$ cat config.mk
export PLATFORM = sky130hd
export DESIGN_NAME = fetch_stage_flat
export DESIGN_NICKNAME = d
export VERILOG_FILES = /design/src/rtl/fetch_pkg.sv /design/src/rtl/fetch_if.sv /design/src/rtl/fetch_buffer.sv /design/src/rtl/fetch_stage.sv /design/src/flat_wrapper.sv
export SDC_FILE = /design/constraint.sdc
export NUM_CORES = 1
export LEC_CHECK = 0
export ABC_AREA = 1
export BUFFER_PORTS_ARGS = -buffer_cell sky130_fd_sc_hd__buf_4
export CAP_MARGIN = 20
export CELL_PAD_IN_SITES_DETAIL_PLACEMENT = 1
export CELL_PAD_IN_SITES_GLOBAL_PLACEMENT = 1
export CORE_UTILIZATION = 25
export CTS_BUF_LIST = sky130_fd_sc_hd__clkbuf_16
export CTS_CLUSTER_SIZE = 12
export DETAILED_ROUTE_END_ITERATION = 6
export HOLD_SLACK_MARGIN = 0.15
export PLACE_DENSITY_LB_ADDON = 0.25
export SETUP_SLACK_MARGIN = 0.1
export SLEW_MARGIN = 20
export SYNTH_ARGS = -nofsm -noshare
export SYNTH_HDL_FRONTEND = slang
export SYNTH_SLANG_ARGS = --single-unit
$ cat constraint.sdc
create_clock -name clock -period 12.08 [get_ports clock]
set_input_delay 3.624 -clock clock [delete_from_list [all_inputs] [get_ports clock]]
set_output_delay 3.624 -clock clock [all_outputs]
set_load 0.02 [all_outputs]
$ cat src/rtl/fetch_pkg.sv
// fetch_pkg: shared widths, constants and state encoding for the fetch stage.
// Macro FETCH_MISALIGN_EXC_EN widens buffer entries with a misalign flag.
package fetch_pkg;
    localparam int INSTR_W = 32;
    localparam int ADDR_W = 32;
    localparam logic [INSTR_W-1:0] NOP_INSTR = 32'h0;
    localparam logic [ADDR_W-1:0] DEFAULT_RESET_PC = 32'h0000_1000;
    typedef enum logic [1:0] {FS_REQ = 2'd0, FS_WAIT = 2'd1, FS_DROP = 2'd2} fetch_state_e;
`ifdef FETCH_MISALIGN_EXC_EN
    localparam int ENTRY_W = INSTR_W + ADDR_W + 1;
`else
    localparam int ENTRY_W = INSTR_W + ADDR_W;
`endif
endpackage

$ cat src/rtl/fetch_if.sv
// fetch_if: bundle of redirect, decode handshake and instruction memory signals.
// master = fetch stage view; slave = decode/memory/environment view.
// f_misalign exists only when FETCH_MISALIGN_EXC_EN is defined.
interface fetch_if;
    import fetch_pkg::*;
    logic               redirect_valid;
    logic [ADDR_W-1:0]  redirect_pc;
    logic               d_stall;
    logic               imem_req;
    logic [ADDR_W-1:0]  imem_addr;
    logic               imem_ready;
    logic               imem_valid;
    logic [INSTR_W-1:0] imem_rdata;
    logic [INSTR_W-1:0] f_instr;
    logic [ADDR_W-1:0]  f_pc;
    logic               f_stall;
    logic               f_flush;
`ifdef FETCH_MISALIGN_EXC_EN
    logic               f_misalign;
    modport master (
        input  redirect_valid, redirect_pc, d_stall, imem_ready, imem_valid, imem_rdata,
        output imem_req, imem_addr, f_instr, f_pc, f_stall, f_flush, f_misalign
    );
    modport slave (
        output redirect_valid, redirect_pc, d_stall, imem_ready, imem_valid, imem_rdata,
        input  imem_req, imem_addr, f_instr, f_pc, f_stall, f_flush, f_misalign
    );
`else
    modport master (
        input  redirect_valid, redirect_pc, d_stall, imem_ready, imem_valid, imem_rdata,
        output imem_req, imem_addr, f_instr, f_pc, f_stall, f_flush
    );
    modport slave (
        output redirect_valid, redirect_pc, d_stall, imem_ready, imem_valid, imem_rdata,
        input  imem_req, imem_addr, f_instr, f_pc, f_stall, f_flush
    );
`endif
endinterface

$ cat src/rtl/fetch_buffer.sv
// fetch_buffer: two-entry FIFO of fetched entries with push, pop and flush.
// Ports: clock, reset (async, active-high), push/pop/flush controls, din entry in,
// head entry out (valid when count != 0), count of held entries, full flag.
// Callers never push when full nor pop when empty.
module fetch_buffer import fetch_pkg::*; #(
    parameter int W = ENTRY_W,
    parameter int DEPTH = 2
) (
    input  logic         clock,
    input  logic         reset,
    input  logic         push,
    input  logic         pop,
    input  logic         flush,
    input  logic [W-1:0] din,
    output logic [W-1:0] head,
    output logic [1:0]   count,
    output logic         full
);
    logic [W-1:0] e1;
    assign full = count == 2'(DEPTH);
    always_ff @(posedge clock or posedge reset) begin
        if (reset) begin
            count <= '0;
            head  <= '0;
            e1    <= '0;
        end else if (flush) begin
            count <= '0;
        end else begin
            // on pop the head shifts from e1 when two are held, else takes din
            if (pop) head <= (count == 2'd2) ? e1 : din;
            else if (push && count == 2'd0) head <= din;
            if (push && (pop ? count == 2'd2 : count == 2'd1)) e1 <= din;
            count <= count + 2'(push) - 2'(pop);
        end
    end
endmodule

$ cat src/rtl/fetch_stage.sv
// fetch_stage: PC generation, single-outstanding instruction memory requests,
// redirect handling and a two-entry buffer feeding decode.
// Ports: clock, reset (async, active-high), bus (fetch_if.master) carrying
// redirect_valid/redirect_pc, d_stall, imem_req/addr/ready/valid/rdata,
// f_instr, f_pc, f_stall, f_flush and, with FETCH_MISALIGN_EXC_EN, f_misalign.
// FETCH_MISALIGN_EXC_EN: misaligned PCs push an exception entry and halt fetch
// until the next redirect; without it PC bits [1:0] are forced to zero on load.
module fetch_stage import fetch_pkg::*; #(
    parameter logic [ADDR_W-1:0] RESET_PC = DEFAULT_RESET_PC,
    parameter int BUF_DEPTH = 2
) (
    input logic     clock,
    input logic     reset,
    fetch_if.master bus
);
    localparam logic [1:0] S_REQ  = FS_REQ;
    localparam logic [1:0] S_WAIT = FS_WAIT;
    localparam logic [1:0] S_DROP = FS_DROP;
    logic [1:0]         state, state_nx;
    logic [ADDR_W-1:0]  pc, pc_load;
    logic [1:0]         count;
    logic               full, resp, push, pop;
    logic [ENTRY_W-1:0] din, head;
`ifdef FETCH_MISALIGN_EXC_EN
    localparam logic [ADDR_W-1:0] PC0 = RESET_PC;
    logic halt, mis, mis_push;
    assign pc_load = bus.redirect_pc;
    assign mis = state == S_REQ && pc[1:0] != 2'b00;
    assign bus.imem_req = !reset && state == S_REQ && !full && !bus.redirect_valid && !halt && !mis;
    assign mis_push = mis && !halt && !full && !bus.redirect_valid;
    assign push = (resp && !bus.redirect_valid) || mis_push;
    assign din = mis_push ? {NOP_INSTR, pc, 1'b1} : {bus.imem_rdata, pc, 1'b0};
    assign {bus.f_instr, bus.f_pc} = (count == 2'd0) ? '0 : head[ENTRY_W-1:1];
    assign bus.f_misalign = count != 2'd0 && head[0];
    always_ff @(posedge clock or posedge reset) begin
        if (reset) halt <= 1'b0;
        else halt <= bus.redirect_valid ? 1'b0 : (mis_push ? 1'b1 : halt);
    end
`else
    localparam logic [ADDR_W-1:0] PC0 = {RESET_PC[ADDR_W-1:2], 2'b00};
    assign pc_load = {bus.redirect_pc[ADDR_W-1:2], 2'b00};
    assign bus.imem_req = !reset && state == S_REQ && !full && !bus.redirect_valid;
    assign push = resp && !bus.redirect_valid;
    assign din = {bus.imem_rdata, pc};
    assign {bus.f_instr, bus.f_pc} = (count == 2'd0) ? '0 : head;
`endif
    assign bus.imem_addr = pc;
    assign bus.f_flush = bus.redirect_valid;
    assign bus.f_stall = count == 2'd0;
    assign resp = state == S_WAIT && bus.imem_valid;
    assign pop = count != 2'd0 && !bus.d_stall && !bus.redirect_valid;
    always_comb begin
        state_nx = state;
        // a redirect while a response is still owed must swallow that response
        if (bus.redirect_valid)
            state_nx = ((state == S_WAIT && !bus.imem_valid) || state == S_DROP) ? S_DROP : S_REQ;
        else if (state == S_REQ)
            state_nx = (bus.imem_req && bus.imem_ready) ? S_WAIT : S_REQ;
        else if (bus.imem_valid)
            state_nx = S_REQ;
    end
    always_ff @(posedge clock or posedge reset) begin
        if (reset) begin
            state <= S_REQ;
            pc    <= PC0;
        end else begin
            state <= state_nx;
            if (bus.redirect_valid) pc <= pc_load;
            else if (resp) pc <= pc + ADDR_W'(4);
        end
    end
    fetch_buffer #(.W(ENTRY_W), .DEPTH(BUF_DEPTH)) u_buf (
        .clock(clock),
        .reset(reset),
        .push(push),
        .pop(pop),
        .flush(bus.redirect_valid),
        .din(din),
        .head(head),
        .count(count),
        .full(full)
    );
endmodule

$ cat src/flat_wrapper.sv
// flat-port wrapper written by rule: the top's interface ports become plain ports
module fetch_stage_flat import fetch_pkg::*;
#(
    parameter logic [ADDR_W-1:0] RESET_PC = DEFAULT_RESET_PC,
    parameter int BUF_DEPTH = 2
)
  (clock, reset, bus_redirect_valid, bus_redirect_pc, bus_d_stall, bus_imem_ready, bus_imem_valid, bus_imem_rdata, bus_imem_req, bus_imem_addr, bus_f_instr, bus_f_pc, bus_f_stall, bus_f_flush);
  fetch_if bus_i ();
  input logic clock;
  input logic reset;
  input wire logic [$bits(bus_i.redirect_valid)-1:0] bus_redirect_valid;
  input wire logic [$bits(bus_i.redirect_pc)-1:0] bus_redirect_pc;
  input wire logic [$bits(bus_i.d_stall)-1:0] bus_d_stall;
  input wire logic [$bits(bus_i.imem_ready)-1:0] bus_imem_ready;
  input wire logic [$bits(bus_i.imem_valid)-1:0] bus_imem_valid;
  input wire logic [$bits(bus_i.imem_rdata)-1:0] bus_imem_rdata;
  output wire logic [$bits(bus_i.imem_req)-1:0] bus_imem_req;
  output wire logic [$bits(bus_i.imem_addr)-1:0] bus_imem_addr;
  output wire logic [$bits(bus_i.f_instr)-1:0] bus_f_instr;
  output wire logic [$bits(bus_i.f_pc)-1:0] bus_f_pc;
  output wire logic [$bits(bus_i.f_stall)-1:0] bus_f_stall;
  output wire logic [$bits(bus_i.f_flush)-1:0] bus_f_flush;
  assign bus_i.redirect_valid = bus_redirect_valid;
  assign bus_i.redirect_pc = bus_redirect_pc;
  assign bus_i.d_stall = bus_d_stall;
  assign bus_i.imem_ready = bus_imem_ready;
  assign bus_i.imem_valid = bus_imem_valid;
  assign bus_i.imem_rdata = bus_imem_rdata;
  assign bus_imem_req = bus_i.imem_req;
  assign bus_imem_addr = bus_i.imem_addr;
  assign bus_f_instr = bus_i.f_instr;
  assign bus_f_pc = bus_i.f_pc;
  assign bus_f_stall = bus_i.f_stall;
  assign bus_f_flush = bus_i.f_flush;
  fetch_stage #(.RESET_PC(RESET_PC), .BUF_DEPTH(BUF_DEPTH)) u_core (.clock(clock), .reset(reset), .bus(bus_i));
endmodule
======== Yosys cells after proc, flatten, opt, wreduce, memory -nomap -nowiden ========
Index checks and enable logic that the tools add are counted.
Widths: inputs -> output; s select.
cells by class
  add/subtract/negate cells ............... 3
  eq/ne operators ......................... 4
  bitwise logic cells ..................... 1
  reduce and logical (&&, ||, !) cells .... 25
  mux-type cells .......................... 13
operators by type and width
  kind                   count
  $mux 64                4
  $mux 32                2
  $add 32x3->32 const B  1
  $logic_and 1x1->1      11
  $mux 2                 5
  $reduce_bool 2->1      3
  $logic_not 1->1        5
  $eq 2x1->1 const B     2
  $eq 2x2->1 const B     2
  $logic_not 2->1        2
  $reduce_and 2->1       2
  $reduce_bool 3->1      1
  $add 2x1->2            1
  $mux 1                 2
  $sub 2x1->2            1
  $logic_or 1x1->1       1
  $not 1->1              1
storage, ports and cells
  logic and storage cells ................. 51
  output and inout port bits .............. 99
  bits in registers ....................... 164
  bits of input ports ..................... 70

======== Logic depth before layout (Yosys ltp) ========
  depth after elaboration ................. 8
  mapped depth ............................ 10
  gate-level depth less buffers ........... 10

======== Modules after synthesis ========
From an unflattened synthesis, not the netlist that was laid out.
unflattened totals
  cells, all modules ...................... 1332
  area, all modules ....................... 9484.1 um2
by module, submodules not included
  module        cells an instance  seq. area each (um2)  area an instance (um2)  times used
  fetch_buffer  845                3253.1                6698.9                  1
  fetch_stage   487                802.0                 2785.2                  1

======== Least setup slack after synthesis ========
OpenSTA, ideal clock, no wires.
  kind .................................... input port to output port
  start ................................... input port reset
  end ..................................... output port bus_imem_req
  slack ................................... 564 ps
  arrival ................................. 7892 ps
  path buffers ............................ 0
  stages .................................. 3
  cell sequence ........................... inv_1 nand2_1 nor4_1
on the way
  word-level cells in the longest chain between the ends .. 4
RTL lines
  what                              line                text
  start: declaration                flat_wrapper.sv:10  input logic reset;
  $logic_not 1->1 (no source line)  --
  $logic_and 1x1->1 (3 in series)   fetch_stage.sv:42   assign bus.imem_req = !reset && state == S_REQ && !full && !bus.redirect_valid;
  end: declaration                  flat_wrapper.sv:17  output wire logic [$bits(bus_i.imem_req)-1:0] bus_imem_req;
Every way passes these cells.

======== Worst setup path in the final report ========
  start ................................... input port bus_redirect_valid
  end ..................................... output port bus_imem_req
on the way
  word-level cells in the longest chain between the ends .. 2
RTL lines
  what                line                text
  start: declaration  flat_wrapper.sv:11  input wire logic [$bits(bus_i.redirect_valid)-1:0] bus_redirect_valid;
  $logic_not 1->1     fetch_stage.sv:42
  $logic_and 1x1->1   fetch_stage.sv:42
Every way passes these cells.

==> out/results.txt <==
Status: finished with violations
Failing checks: design-rule violations
Layout cell share with drive strength beyond 1: 18.1%
Hold slack: 0.491 ns
Max-cap viol count: 0
Setup violations, final: 0
Die H: 180 microns
Slew @ Worst Pin: 0.983 ns
Commonest non-fill, non-tap cell in the layout: nand2_1
Crit. End Element: primary output
Synthesized area per cell: 7.72 sq um
Cts repair resizes: 0
First-pass GRT wire length: 39900 microns
Reg2Reg Launch Point: u_core.state[1]
Core area: 30800 sq um
Initial DRC Count: 365
Hpwl dp: 16400 microns
CP top delay family: buffers and inverters
CTS tree: done
Synth Instances: 1024
N_diodes: 0
Final Max Slew Viols: 0
Setup TNS: 0 ns
TritonRoute pass-1 iters: 7
Max incr delay on CP: 0.64 ns
Post-synth top area share: 49.7%
Top-Level Pins: 169
Largest fanout on the critical path: 32
Pre-CTS setup slack: 3.34 ns
Worst r2r path cells: 10
Initial Util: 25.6%
Post-synth top area cell: dfrtp_1
Reg-to-reg critical path endpoint: u_core.u_buf.head[40]
Filler cells: 3741
Buffers plus inverters on the worst setup path: 3
Post-Syn Area: 7900 sq um
RSZ-0062 raised after global routing: no
Vias in the first global route: 7257
Die width: 180 microns
Post-Route Skew: 0.0236 ns
H-tree levels: 4
Worst setup path class: in -> out
Total CTS buffers: 17
Critical Path End: bus_imem_req
Maximum vdd drop: 94.0 uV
CP most frequent cell: buf_4
DR vias: 7031
Worst Setup Start Kind: primary input
Most frequent cells in the layout: 260 x nand2_1, 170 x buf_4, 157 x dfrtp_1, 144 x inv_1, 119 x nor2_1
Deepest clock path buffer count: 2
Via density: 4.49
Post-route setup slack: 3.40 ns
Post-CTS Setup Repair Bufs: 0
Hold depth: 2
Initial antenna violation count: 0
Layout Nets: 1230
Remaining antenna violation count: 0
Hold Vio Cnt, Final: 0
Largest net degree at the start of global routing: 99
Post-route cell area: 10000 sq um
Fin util: 32.4%
# DRC: 14
CP max stage cell: clkinv_1
Fmax: 115 MHz
Synth warn: 0
Area of the die: 32300 sq um
Total track usage: 15.6%
DRT Wirelength: 24000 microns
Flop2flop setup slack: 9.17 ns
Crit share post-route: 71.9%
Tmin final: 8.68 ns
Rel. slew slack: 34.5%
Grt ovf: 0
Worst Hold Class: reg -> reg
Num Clock Sinks: 158
Power Density: 159 nW/um^2
Drt wl/cell: 15.3 microns
Clock-pin slew on the worst setup and hold paths: 0.07 ns
Yosys cell types: 34
Worst path cell trace: buf_4, clkinv_1, nand2_1, nor4_1, buf_4
Placed Area: 9410 sq um
Seq/Total Area, Yosys: 50.0%
Clk root buf: clkbuf_16
Crit path arrival time: 5.06 ns
Leak: 5.06 nW
Flops & latches, synth: 158
Cts hold-fix bufs: 0
Site Rows: 64
Insertion delay to the later sink of the worst-skew pair: 0.43 ns
Buffers on Ports: 162
Crit path from: bus_redirect_valid
Layout area overhead: 26.6%
Synth top area cells: dfrtp_1 50%, nand2_1 12%, inv_1 6.8%
Cell depth of the worst setup path: 5
Routability congestion estimate from global placement: 0.913
WP data required: 8.46 ns
[cell usage after synthesis]
| cell | number |
|---|---|
| nor3_1 | 2 |
| a21oi_1 | 7 |
| buf_6 | 2 |
| inv_1 | 144 |
| o211ai_1 | 65 |
| dfstp_2 | 1 |
| o21ai_2 | 3 |
| buf_1 | 4 |
| nand3_2 | 1 |
| buf_2 | 18 |
| clkinv_1 | 1 |
| xor2_1 | 9 |
| xnor2_1 | 2 |
| nand2_2 | 2 |
| and2_1 | 1 |
| nor4_1 | 2 |
| conb_1 | 1 |
| o21bai_1 | 2 |
| nand4_1 | 2 |
| dfrtp_1 | 157 |
| clkbuf_1 | 24 |
| nand2_1 | 260 |
| or2_1 | 1 |
| nand3_1 | 38 |
| nor2_1 | 120 |
| o32ai_1 | 1 |
| o21ai_0 | 36 |
| o21ai_1 | 99 |
| buf_4 | 11 |
| nor2_2 | 2 |
| o221ai_1 | 1 |
| ha_1 | 3 |
| inv_2 | 1 |
| a31oi_1 | 1 |
[state kept, by name, indices dropped and copies added, names as in the netlist]
signal / flops
u_core.u_buf.e1: 62
u_core.u_buf.head: 62
u_core.bus.imem_addr: 30
u_core.state: 2
u_core.u_buf.count: 2
[layer usage]
metal,up-vias,share of wire (%),global-route usage [%]
met5,-,0,0
met4,0,0.78,3.66
met3,10,4.6,2.76
met2,142,45,24.6
met1,3362,50,22.0
li1,3517,-,-
[how the worst min path moves through the flow]
stage	startpoint	end	slack [ns]
6_report	u_core.u_buf.e1[62]	u_core.u_buf.e1[62]	0.49
2_1_floorplan	u_core.u_buf.e1[62]	u_core.u_buf.e1[62]	0.46
4_1_cts	u_core.u_buf.e1[62]	u_core.u_buf.e1[62]	0.49
3_5_place_dp	u_core.u_buf.e1[62]	u_core.u_buf.e1[62]	0.48
3_3_place_gp	u_core.u_buf.e1[62]	u_core.u_buf.e1[62]	0.47
5_1_grt	u_core.u_buf.e1[63]	u_core.u_buf.e1[63]	0.51
[kinds of logic after synthesis]
group           count (synthesis)  share of synthesized area [%]
flops                         158                           50.0
compound gates                215                           16.0
simple gates                  431                           21.5
buf+inv                       205                           10.7
xor+xnor                       11                           1.22
other cells                     1                         0.0474
fa+ha+maj                       3                          0.475
[worst register-to-register path, delay by kind of cell, from the launching register on]
kind / cells / cell delay [ns]
compound gates: 3 / 0.45
simple gates: 3 / 0.44
buf+inv: 4 / 1.51
flops: 1 / 0.41
[report_power, final]
group / switching (mW) / internal [mW]
clock: 0.241 / 0.309
combinational: 0.212 / 0.126
sequential: 0.0499 / 0.654
[per-stage QoR]
| step | total power, mW | std cells |
|---|---|---|
| detailed placement | 1.06 | 1534 |
| floorplan | 0.930 | 1027 |
| global placement | 1.05 | 1534 |
| global route | 1.71 | 1566 |
| finish | 1.59 | 1566 |
| CTS | 1.63 | 1566 |
[layout make-up]
| type | instances | area [sq um] | share of cell area [%] |
|---|---|---|---|
| Tap cell | 396 | 495 | 4.95 |
| Multi-Input combinational cell | 664 | 3140 | 31.4 |
| Sequential cell | 158 | 3960 | 39.5 |
| Inverter | 146 | 553 | 5.53 |
| Clock buffer | 17 | 425 | 4.25 |
| Clock inverter | 15 | 161 | 1.61 |
| Timing Repair Buffer | 170 | 1280 | 12.8 |
(Power assumes the default switching activity.)
